$ cat src/rtl/coincidence_binner_pkg.sv
// Shared types and constants for the coincidence binner front end.
package coinc_pkg;

  // Acquisition FSM states
  typedef enum logic [1:0] {
    ST_IDLE  = 2'd0,
    ST_ARMED = 2'd1,
    ST_DEAD  = 2'd2
  } state_e;

  // Default bin address width and the matching window length in cycles
  localparam int BIN_W_DEF  = 7;
  localparam int WINDOW_DEF = 1 << BIN_W_DEF;

  // Width of the host-visible statistics counters
  localparam int CNT_W = 32;

  // Increment that sticks at all-ones instead of wrapping
  function automatic logic [CNT_W-1:0] sat_inc(input logic [CNT_W-1:0] v);
    if (&v) begin
      sat_inc = v;
    end else begin
      sat_inc = v + 32'd1;
    end
  endfunction

endpackage

$ cat src/rtl/coincidence_binner_sync_edge_detect.sv
// Synchronizes one asynchronous detector line and produces a one-cycle
// pulse on each rising edge. The "previous" register comes out of reset
// high and only starts tracking once the synchronizer chain holds real
// post-reset samples, so a line held high through reset never looks like
// a fresh edge: it has to be observed low first.
module sync_edge_detect #(
  parameter int SYNC_STAGES = 2
) (
  input  logic clk,
  input  logic rst,
  input  logic din,
  output logic rise
);

  logic [SYNC_STAGES-1:0] sync_r;
  logic [SYNC_STAGES-1:0] fill_r;
  logic                   prev_r;
  logic                   rise_r;

  // Synchronizer chain, fill tracker and registered rising-edge detect
  always_ff @(posedge clk) begin
    if (rst) begin
      sync_r <= '0;
      fill_r <= '0;
      prev_r <= 1'b1;
      rise_r <= 1'b0;
    end else begin
      sync_r <= {sync_r[SYNC_STAGES-2:0], din};
      fill_r <= {fill_r[SYNC_STAGES-2:0], 1'b1};
      if (fill_r[SYNC_STAGES-1]) begin
        prev_r <= sync_r[SYNC_STAGES-1];
        rise_r <= sync_r[SYNC_STAGES-1] & ~prev_r;
      end else begin
        prev_r <= prev_r;
        rise_r <= 1'b0;
      end
    end
  end

  assign rise = rise_r;

endmodule

$ cat src/rtl/coincidence_binner.sv
// Start/stop coincidence front end: measures the A-to-B delay in clock
// cycles, emits a bin address with a one-cycle increment strobe, and keeps
// saturating event / timeout statistics for the host.
module coincidence_binner
  import coinc_pkg::*;
#(
  parameter int SYNC_STAGES = 2,
  parameter int BIN_W       = BIN_W_DEF,
  parameter int DEAD_TIME   = 4
) (
  input  logic             clk,
  input  logic             rst,
  input  logic             ch_a,
  input  logic             ch_b,
  input  logic             enable,
  input  logic             clear_stats,
  output logic [BIN_W-1:0] bin_addr,
  output logic             bin_valid,
  output logic [CNT_W-1:0] event_cnt,
  output logic [CNT_W-1:0] timeout_cnt
);

  // Dead-time counter runs 0 .. DEAD_TIME-1; keep it at least one bit wide
  localparam int                DEAD_W    = (DEAD_TIME > 1) ? $clog2(DEAD_TIME) : 1;
  localparam logic [DEAD_W-1:0] DEAD_LAST = DEAD_W'((DEAD_TIME > 0) ? DEAD_TIME - 1 : 0);
  localparam bit                HAS_DEAD  = (DEAD_TIME > 0);
  localparam logic [BIN_W-1:0]  CNT_MAX   = BIN_W'((1 << BIN_W) - 1);

  logic              rise_a_s;
  logic              rise_b_s;

  state_e            state_r;
  state_e            state_n;
  logic [BIN_W-1:0]  cnt_r;
  logic [BIN_W-1:0]  cnt_n;
  logic [DEAD_W-1:0] dead_r;
  logic [DEAD_W-1:0] dead_n;

  logic              rec_s;
  logic [BIN_W-1:0]  rec_bin_s;
  logic              tmo_s;

  logic [BIN_W-1:0]  bin_addr_r;
  logic              bin_valid_r;
  logic [CNT_W-1:0]  event_cnt_r;
  logic [CNT_W-1:0]  event_cnt_n;
  logic [CNT_W-1:0]  timeout_cnt_r;
  logic [CNT_W-1:0]  timeout_cnt_n;

  sync_edge_detect #(.SYNC_STAGES(SYNC_STAGES)) u_sync_a (
    .clk  (clk),
    .rst  (rst),
    .din  (ch_a),
    .rise (rise_a_s)
  );

  sync_edge_detect #(.SYNC_STAGES(SYNC_STAGES)) u_sync_b (
    .clk  (clk),
    .rst  (rst),
    .din  (ch_b),
    .rise (rise_b_s)
  );

  // Next-state logic: arming, delay counting, recording, timeout and blanking
  always_comb begin
    state_n   = state_r;
    cnt_n     = cnt_r;
    dead_n    = dead_r;
    rec_s     = 1'b0;
    rec_bin_s = '0;
    tmo_s     = 1'b0;
    if (!enable) begin
      // Dropping enable discards any armed start or pending blanking
      state_n = ST_IDLE;
      cnt_n   = '0;
      dead_n  = '0;
    end else begin
      case (state_r)
        ST_IDLE: begin
          if (rise_a_s && rise_b_s) begin
            rec_s     = 1'b1;
            rec_bin_s = '0;
            cnt_n     = '0;
            dead_n    = '0;
            if (HAS_DEAD) begin
              state_n = ST_DEAD;
            end else begin
              state_n = ST_IDLE;
            end
          end else if (rise_a_s) begin
            cnt_n   = BIN_W'(1);
            state_n = ST_ARMED;
          end else begin
            // A stop with no start is a stray count
            state_n = ST_IDLE;
          end
        end
        ST_ARMED: begin
          if (rise_b_s) begin
            // Stop wins over a simultaneous (re)start
            rec_s     = 1'b1;
            rec_bin_s = cnt_r;
            cnt_n     = '0;
            dead_n    = '0;
            if (HAS_DEAD) begin
              state_n = ST_DEAD;
            end else begin
              state_n = ST_IDLE;
            end
          end else if (cnt_r == CNT_MAX) begin
            // Window exhausted; the counter never wraps
            tmo_s   = 1'b1;
            cnt_n   = '0;
            state_n = ST_IDLE;
          end else begin
            cnt_n = cnt_r + BIN_W'(1);
          end
        end
        ST_DEAD: begin
          if (dead_r >= DEAD_LAST) begin
            dead_n  = '0;
            state_n = ST_IDLE;
          end else begin
            dead_n = dead_r + DEAD_W'(1);
          end
        end
        default: begin
          state_n = ST_IDLE;
          cnt_n   = '0;
          dead_n  = '0;
        end
      endcase
    end
  end

  // Statistics next values; clear beats a coincident increment
  always_comb begin
    event_cnt_n   = event_cnt_r;
    timeout_cnt_n = timeout_cnt_r;
    if (clear_stats) begin
      event_cnt_n   = '0;
      timeout_cnt_n = '0;
    end else begin
      if (rec_s) begin
        event_cnt_n = sat_inc(event_cnt_r);
      end else begin
        event_cnt_n = event_cnt_r;
      end
      if (tmo_s) begin
        timeout_cnt_n = sat_inc(timeout_cnt_r);
      end else begin
        timeout_cnt_n = timeout_cnt_r;
      end
    end
  end

  // State, counters and registered outputs
  always_ff @(posedge clk) begin
    if (rst) begin
      state_r       <= ST_IDLE;
      cnt_r         <= '0;
      dead_r        <= '0;
      bin_addr_r    <= '0;
      bin_valid_r   <= 1'b0;
      event_cnt_r   <= '0;
      timeout_cnt_r <= '0;
    end else begin
      state_r       <= state_n;
      cnt_r         <= cnt_n;
      dead_r        <= dead_n;
      bin_valid_r   <= rec_s;
      event_cnt_r   <= event_cnt_n;
      timeout_cnt_r <= timeout_cnt_n;
      if (rec_s) begin
        bin_addr_r <= rec_bin_s;
      end else begin
        bin_addr_r <= bin_addr_r;
      end
    end
  end

  assign bin_addr    = bin_addr_r;
  assign bin_valid   = bin_valid_r;
  assign event_cnt   = event_cnt_r;
  assign timeout_cnt = timeout_cnt_r;

endmodule

$ cat config.mk
export PLATFORM = sky130hd
export DESIGN_NAME = coincidence_binner
export DESIGN_NICKNAME = d
export VERILOG_FILES = /design/src/rtl/coincidence_binner_pkg.sv /design/src/rtl/coincidence_binner_sync_edge_detect.sv /design/src/rtl/coincidence_binner.sv
export SDC_FILE = /design/constraint.sdc
export NUM_CORES = 1
export LEC_CHECK = 0
export BUFFER_PORTS_ARGS = -buffer_cell sky130_fd_sc_hd__buf_2
export CORE_MARGIN = 2
export CORE_UTILIZATION = 55
export DETAILED_ROUTE_END_ITERATION = 16
export GPL_TIMING_DRIVEN = 0
export PLACE_DENSITY = 0.86
export SLEW_MARGIN = 5
export SYNTH_ARGS = -nofsm -noshare
export SYNTH_HDL_FRONTEND = slang
export SYNTH_SLANG_ARGS = --single-unit
$ cat constraint.sdc
create_clock -name clk -period 3.9 [get_ports clk]
set_input_delay 0.195 -clock clk [delete_from_list [all_inputs] [get_ports clk]]
set_output_delay 0.195 -clock clk [all_outputs]
set_load 0.02 [all_outputs]
==> impl_results.rst, run 1 <==
.. list-table::
   :header-rows: 1

   * - Metric
     - Value
   * - Multi-input gate area in the final layout
     - 2555 µm²
   * - Flops & latches, synth
     - between 90 and 100
   * - Routed wire length per instance
     - ~16 µm
   * - Vias post-DR
     - 4765
   * - Die height
     - approximately 95 µm
   * - Commonest cells in the synthesized netlist
     - 93 x dfxtp_1, 63 x a21oi_1, 59 x nand2_1, 33 x nand3_1, 29 x nor2_1
   * - Clk Latency, worst-skew pair
     - about 0.37 ns
   * - Number of buffer cells added on primary ports
     - 76
   * - Accumulated negative setup slack
     - 0 ns
   * - Final weighted congestion of routability-driven global placement
     - between 0.9 and 1
   * - Total number of clock tree sinks
     - 93
   * - Reg-to-Reg Start
     - timeout_cnt[6]
   * - Area occupied by registers
     - 1862 µm²
   * - Sequential-to-total area share from yosys stat
     - 40.58%
   * - Per-instance average area after synthesis
     - ~8.3 µm²
   * - Post-cts resize count
     - 0
   * - Worst vdd ir
     - about 0.2 mV
   * - Switching fraction of total power
     - a little under a quarter
   * - Count of different cell masters after synthesis
     - 55
   * - Post-synth design cell area
     - roughly 4600 µm²
   * - FILL cells
     - about 710
   * - Worst-path maximum fanout
     - 10
   * - Classification of the worst-slack hold path
     - primary input to register
   * - Final global-route overflow total
     - 0
   * - DR DRC count
     - 0
   * - Minimum clock period after layout
     - approximately 2.4 ns
   * - HPWL after detailed placement
     - 8663 µm
   * - Beginning of the worst hold path
     - ch_a
   * - Area of the placeable core
     - 8134 µm²
   * - Top-area cell type share of the netlist area
     - a little over 40%
   * - Proportion of layout cells with a drive suffix above 1
     - between 10% and 20%
   * - Final layout net count
     - about 650
   * - Critical Setup Path Class
     - register to register
   * - Max-capacitance violation count
     - 0
   * - Final instance count without filler cells
     - approximately 750
   * - Fraction of registers with async set/reset
     - 0%
   * - Worst Path Arrival
     - around 2.7 ns
   * - Residual antenna-violating net count after detailed routing
     - 0
   * - Number of buffers between clock root and the deepest sink
     - 2
   * - Total setup buffers inserted after CTS
     - 0
   * - Power per standard cell area
     - between 300 and 400 nW/µm²
   * - Peak clock frequency supported by timing
     - 411.4 MHz
   * - Synth Warn #
     - 0
   * - Count of hold-fix buffers inserted at cts
     - 0
   * - Post-route worst setup slack
     - roughly 1.5 ns
   * - Total inserted antenna cells
     - 0
   * - Initial standard-cell utilization of the core
     - 56.41%
   * - DP Worst Slack
     - around 1.5 ns
   * - Number of synthesized flops with an enable pin
     - 0
   * - Number of instances in the synthesized netlist
     - roughly 550
   * - Outcome
     - finished, final reports clean
   * - First-pass GRT wire length
     - slightly below 20000 µm
   * - Number of H-tree branching levels
     - 3
   * - TritonCTS clock tree
     - done
   * - Total count of max-transition violations in the final report
     - 0
   * - Pin count of the biggest net entering global routing
     - 15
   * - Pleak
     - approximately 1.9 nW
   * - Final number of setup-violating endpoints
     - 0
   * - Total number of placement rows
     - 33
   * - Number of antenna violations at the first check in global routing
     - 0
   * - Prevailing post-synth register cell
     - dfxtp_1
   * - Number of global-route vias before repair
     - about 4200
   * - Clock network power share
     - ~40%
   * - Worst Setup Start Kind
     - register
   * - Slew headroom
     - 52.12%
   * - Total routing resource utilization after global routing
     - a little over a quarter
   * - Number of nets produced by synthesis
     - 564
   * - Net switching power of the design
     - 0.3767 mW
   * - Via density
     - about 6.3
   * - Ports
     - 78
   * - Die span in x
     - around 95 µm
   * - Initial DRC count
     - about 300
   * - Clock root cell
     - clkbuf_8
   * - Clock skew
     - 0.004979 ns
   * - Fin crit share
     - 62.33%
   * - Die area
     - around 9100 µm²
   * - Hold Vio Cnt, Final
     - 0
   * - Least-Margin Pin Slew
     - 0.7122 ns
   * - Clock edge transition at the registers on the reported setup and hold paths
     - roughly 0.090 ns
   * - Leading post-synthesis cells by cell area
     - dfxtp_1 41%, a21oi_1 6.9%, nand2_1 4.8%, o31ai_1 4.1%, or4_1 3.9%
   * - Post-synthesis cell type with the largest combined area
     - dfxtp_1
   * - Type of element capturing the critical path
     - register
   * - RSZ-0062 raised after global routing
     - no
   * - Library cell with the highest instance count after synthesis
     - dfxtp_1
   * - Worst setup path startpoint
     - timeout_cnt[6]
   * - Design Power
     - roughly 1.7 mW
   * - Combinational group share of total power
     - under 10%
   * - Wire length after detailed routing
     - approximately 12000 µm
   * - Internal power
     - 1.275 mW
   * - Required @ worst endpoint
     - between 4 and 5 ns
   * - Layout area overhead
     - 15.35%
   * - Cells after DPL
     - 735
   * - Finished Core Util
     - 65.07%
   * - Proportion of power drawn by flip-flops and latches
     - between 50% and 60%
   * - Total iterations of the first detailed-routing run
     - 6
   * - TritonCTS buffer count
     - 9
worst max-delay path: stages, from the launching register on:
cell,delay (ns)
dfxtp_1,0.45
nand4_2,0.22
nor4_2,0.56
and4_1,0.26
clkbuf_1,0.27
buf_2,0.29
o311ai_0,0.16
o41ai_1,0.10
worst paths after layout:
kind | end | slack (ns) | cells after the start
setup / recovery | timeout_cnt[15] | 1.47 | 7
hold / removal | u_sync_a.sync_r[0] | 0.03 | 2
setup reg to reg | timeout_cnt[15] | 1.47 | 7
hold reg to reg | u_sync_a.rise | 0.43 | 1
through the flow:
stage	hold WS [ns]	cell area, µm²
after CTS	0.02698	5293
after detailed placement	0.4091	5100
after global routing	0.02027	5293
after floorplan	0.3232	4588
final	0.02905	5293
after global placement	0.4041	5100
layer usage:
metal  wire length [µm]  GRT usage, %  vias up
li1                   -             -     2295
met1               5266         33.73     2252
met2               5708         44.37      197
met3                888         6.957       21
met4                184         9.179        0
met5                  0             0        -
power by group through the flow:
stage | logic, mW | registers [mW] | clock network [mW]
floorplan | 0.0209 | 0.977 | 0
global route | 0.0362 | 0.956 | 0.705
finish | 0.0337 | 0.955 | 0.663
CTS | 0.0331 | 0.955 | 0.666
global placement | 0.0319 | 0.977 | 0
detailed placement | 0.0330 | 0.978 | 0
registers in the layout (all words and copies together), names as in the netlist, 2 cells and up:
name             flops
state_r              2
event_cnt           32
cnt_r                7
u_sync_b.sync_r      2
bin_addr             7
u_sync_a.sync_r      2
timeout_cnt         32
dead_r               2
area by class of cell:
cell class                 instances  share of cell area (%)
multi-input combinational        421                   48.27
tap                              105                   2.482
clock buffer                      12                   2.742
inverter                          10                  0.7092
timing repair buffer              76                   7.187
clock inverter                     4                  0.8983
sequential                        93                   35.18
buffer                            30                   2.530
kinds of logic after synthesis:
logic type | after synthesis | share of synthesized area [%]
fa+ha+maj | 4 | 1.091
flops | 93 | 40.58
xor+xnor | 2 | 0.3819
buf+inv | 40 | 3.736
mux | 3 | 0.6545
compound gates | 150 | 20.02
simple gates | 262 | 33.54
cell usage in the layout (no fill, tap or decap), types with 2 or more instances in the layout:
cell,n
o211ai_1,5
mux2i_1,3
o31ai_1,25
nor2_1,29
ha_1,4
or3_1,25
inv_1,10
a41o_1,3
nor2b_1,7
nor4bb_1,2
nor4_1,6
dfxtp_1,93
nand3b_1,2
o21ai_0,25
nand3_1,33
clkbuf_8,10
clkbuf_1,24
nor4_2,4
buf_2,81
a31oi_1,4
buf_4,2
o21ai_1,6
nand2_1,59
and2_1,5
a21oi_1,63
clkinv_2,2
nor3b_2,2
o31a_1,2
or4_1,24
nand4_1,20
nor3_1,7
and3_1,11
o21a_1,3
or2_2,4
o41ai_1,3
o311ai_0,3
nand4_2,4
and4_1,10
No activity file was read; power rests on OpenSTA's default activity.
==> inputs of run 2 (changes only) <==
--- a/config.mk
+++ b/config.mk
@@ -7,10 +7,10 @@
 export LEC_CHECK = 0
 export BUFFER_PORTS_ARGS = -buffer_cell sky130_fd_sc_hd__buf_2
 export CORE_MARGIN = 2
-export CORE_UTILIZATION = 55
+export CORE_UTILIZATION = 51
 export DETAILED_ROUTE_END_ITERATION = 16
 export GPL_TIMING_DRIVEN = 0
-export PLACE_DENSITY = 0.86
+export PLACE_DENSITY = 0.84
 export SLEW_MARGIN = 5
 export SYNTH_ARGS = -nofsm -noshare
 export SYNTH_HDL_FRONTEND = slang
==> constraint.sdc (replaced) <==
create_clock -name clk -period 2.04 [get_ports clk]
set_input_delay 0.102 -clock clk [delete_from_list [all_inputs] [get_ports clk]]
set_output_delay 0.102 -clock clk [all_outputs]
set_load 0.02 [all_outputs]
==> impl_results.rst, run 2 (same netlist as run 1, synthesis figures left out) <==
.. list-table::
   :header-rows: 1

   * - Metric
     - Value
   * - Outcome
     - complete, but fails checks (was finished, final reports clean)
   * - Failing checks
     - negative setup slack
   * - Die area
     - 9771 µm² (was 9089 µm²)
   * - Cells along the critical path
     - nand4_1 -> nor4_4 -> or4b_4 -> o31a_1 -> o21a_1 (was nand4_2 -> nor4_2 -> and4_1 -> clkbuf_1 -> buf_2 -> o311ai_0 -> o41ai_1)
   * - Pleak
     - 2.222 nW (was 1.904 nW)
   * - Routed wire length per instance
     - 17.41 µm (was 16.04 µm)
   * - Largest delay contributor family on the critical path
     - simple AND/OR/NAND/NOR gates (unchanged)
   * - Final instance count without filler cells
     - 775 (was 751)
   * - Hold Vio Cnt, Final
     - 0 (unchanged)
   * - Power per standard cell area
     - 602.1 nW/µm² (was 312.0 nW/µm²)
   * - Area of the placeable core
     - 8721 µm² (was 8134 µm²)
   * - Final global-route overflow total
     - 0 (unchanged)
   * - Worst Path Arrival
     - 2.32 ns (was 2.70 ns)
   * - Number of buffers between clock root and the deepest sink
     - 2 (unchanged)
   * - Worst setup path endpoint
     - event_cnt[30] (was timeout_cnt[15])
   * - Proportion of layout cells with a drive suffix above 1
     - 30.73% (was 18.42%)
   * - Residual antenna-violating net count after detailed routing
     - 0 (unchanged)
   * - Post-route worst setup slack
     - -0.01036 ns (was 1.469 ns)
   * - Total inserted antenna cells
     - 0 (unchanged)
   * - DP Worst Slack
     - -0.2775 ns (was 1.508 ns)
   * - Number of antenna violations at the first check in global routing
     - 0 (unchanged)
   * - Fin crit share
     - 100.5% (was 62.33%)
   * - Least-Margin Pin Slew
     - 0.6043 ns (was 0.7122 ns)
   * - Total number of placement rows
     - 34 (was 33)
   * - Number of logic stages on the critical path including buffering
     - 5 (was 7)
   * - Vias post-DR
     - 4909 (was 4765)
   * - DR DRC count
     - 0 (unchanged)
   * - Classification of the worst-slack hold path
     - primary input to register (unchanged)
   * - Reg2reg setup slack
     - -0.01 ns (was 1.47 ns)
   * - Peak clock frequency supported by timing
     - 487.7 MHz (was 411.4 MHz)
   * - Final weighted congestion of routability-driven global placement
     - 0.9019 (was 0.9195)
   * - Critical Setup Path Class
     - register to register (unchanged)
   * - Number of buffer cells added on primary ports
     - 76 (unchanged)
   * - Worst setup path startpoint
     - event_cnt[21] (was timeout_cnt[6])
   * - Initial DRC count
     - 346 (was 303)
   * - Worst slack on hold paths
     - 0.01498 ns (was 0.02905 ns)
   * - Clock edge transition at the registers on the reported setup and hold paths
     - 0.10 ns (was 0.09 ns)
   * - Final std cell area, no fill
     - 5864 µm² (was 5293 µm²)
   * - Pin count of the biggest net entering global routing
     - 17 (was 15)
   * - Leading cell type in the layout, fill and taps excluded
     - buf_2 (was dfxtp_1)
   * - Clock root cell
     - clkbuf_8 (unchanged)
   * - Die height
     - 98.85 µm (was 95.34 µm)
   * - Cells after DPL
     - 738 (was 735)
   * - Total number of clock tree sinks
     - 93 (unchanged)
   * - Placed cell area
     - 5139 µm² (was 5100 µm²)
   * - Worst vdd ir
     - 0.4213 mV (was 0.2057 mV)
   * - FILL cells
     - 669 (was 709)
   * - Initial standard-cell utilization of the core
     - 52.61% (was 56.41%)
   * - TritonCTS buffer count
     - 9 (unchanged)
   * - Ports
     - 78 (unchanged)
   * - Worst-path maximum fanout
     - 7 (was 10)
   * - Layout area overhead
     - 27.82% (was 15.35%)
   * - Worst Setup Start Kind
     - register (unchanged)
   * - Total count of max-transition violations in the final report
     - 0 (unchanged)
   * - Clk Latency, worst-skew pair
     - 0.37 ns (about the same)
   * - Via density
     - 6.334 (was 6.345)
   * - Type of element capturing the critical path
     - register (unchanged)
   * - Number of cells traversed by the worst register-to-register path
     - 5 (was 7)
   * - Commonest cells after routing, fill and taps aside
     - 78 x buf_2, 61 x a21oi_1, 58 x dfxtp_1 (was 93 x dfxtp_1, 81 x buf_2, 63 x a21oi_1)
   * - Required @ worst endpoint
     - 2.31 ns (was 4.17 ns)
   * - Max-capacitance violation count
     - 0 (unchanged)
   * - Final number of setup-violating endpoints
     - 3 (was 0)
   * - HPWL after detailed placement
     - 8794 µm (was 8663 µm)
   * - Slew headroom
     - 59.72% (was 52.12%)
   * - First-pass GRT wire length
     - 21540 µm (was 19350 µm)
   * - RSZ-0062 raised after global routing
     - yes (was no)
   * - Reg-to-Reg Start
     - event_cnt[21] (was timeout_cnt[6])
   * - Number of H-tree branching levels
     - 3 (unchanged)
   * - Beginning of the worst hold path
     - clear_stats (was ch_a)
   * - Largest stage delay, worst path
     - 0.56 ns (about the same)
   * - Capturing point of the worst reg2reg path
     - event_cnt[30] (was timeout_cnt[15])
   * - TritonCTS clock tree
     - done (unchanged)
   * - Slowest-stage cell, CP
     - or4b_4 (was nor4_2)
   * - Accumulated negative setup slack
     - -0.01996 ns (was 0 ns)
   * - Final layout net count
     - 672 (was 651)
   * - Total iterations of the first detailed-routing run
     - 8 (was 6)
   * - Total routing resource utilization after global routing
     - 26.72% (was 26.75%)
   * - Buffers plus inverters on the worst setup path
     - 0 (was 2)
   * - Wire length after detailed routing
     - 13490 µm (was 12050 µm)
   * - Die span in x
     - 98.85 µm (was 95.34 µm)
   * - Minimum clock period after layout
     - 2.050 ns (was 2.431 ns)
   * - Number of global-route vias before repair
     - 4684 (was 4160)
   * - Clock skew
     - 0.006802 ns (was 0.004979 ns)
==> run 2: cell count changes in the layout (fill, tap and decap cells not counted), moves of 5 or more <==
cell / delta
buf_4: +22
dfxtp_1: -35
dfxtp_2: +24
dfxtp_4: +11
nor4_4: +5
clkbuf_1: -11
==> run 2: tightest hold or removal path, delay by kind of cell <==
kind,cells,cell delay (ns)
buf+inv,1,0.10
simple gates,1,0.10
compound gates,1,0.05
==> run 2: layout make-up <==
| cell class | count | area [µm²] | area share (%) |
|---|---|---|---|
| plain buffers | 26 | 156.4 | 2.667 |
| clock buffers | 9 | 123.9 | 2.112 |
| clock inverters | 7 | 145.1 | 2.475 |
| inverters | 10 | 37.54 | 0.6401 |
| multi-input cells | 421 | 2760 | 47.07 |
| flip-flops and latches | 93 | 1933 | 32.96 |
| well taps | 108 | 135.1 | 2.304 |
| repair buffers | 101 | 573.1 | 9.772 |
==> run 2: where the power goes <==
group / switching (mW) / internal [mW]
registers: 0.00421 / 1.81
clock network: 0.706 / 0.947
logic: 0.0478 / 0.0196
total: 0.758 / 2.77
==> run 2: worst min path at each step <==
| stage | end | slack, ns | depth (start not counted) |
|---|---|---|---|
| final | event_cnt[21] | 0.01 | 3 |
| after detailed placement | u_sync_a.sync_r[0] | 0.32 | 2 |
| after CTS | event_cnt[21] | 0.01 | 3 |
| after floorplan | u_sync_a.sync_r[0] | 0.23 | 1 |
| after global placement | u_sync_a.sync_r[0] | 0.31 | 2 |
| after global routing | event_cnt[21] | 0.04 | 3 |
==> run 2: per-stage QoR <==
stage	power [mW]	utilization (%)
final	3.531	67.25
after global routing	3.623	67.25
after CTS	3.536	65.38
after detailed placement	1.930	58.92
after global placement	1.927	58.92
after floorplan	1.906	-
==> run 2: repair_timing <==
item,CTS,global route
pin swaps,8,8
hold buffers,2,0
buffers inserted,17,6
endpoints found under the setup margin,56,57
gates resized for setup,48,44
hold endpoints to repair,2,0
==> run 2: metal layers <==
metal  GRT usage, %  vias up  share of wire [%]  wire length (µm)
met5              0        -                  0                 0
met3          5.106       36                7.6              1021
li1               -     2329                  -                 -
met2          45.48      230                 50              6758
met4          14.01        0                2.6               348
met1          31.90     2314                 40              5363
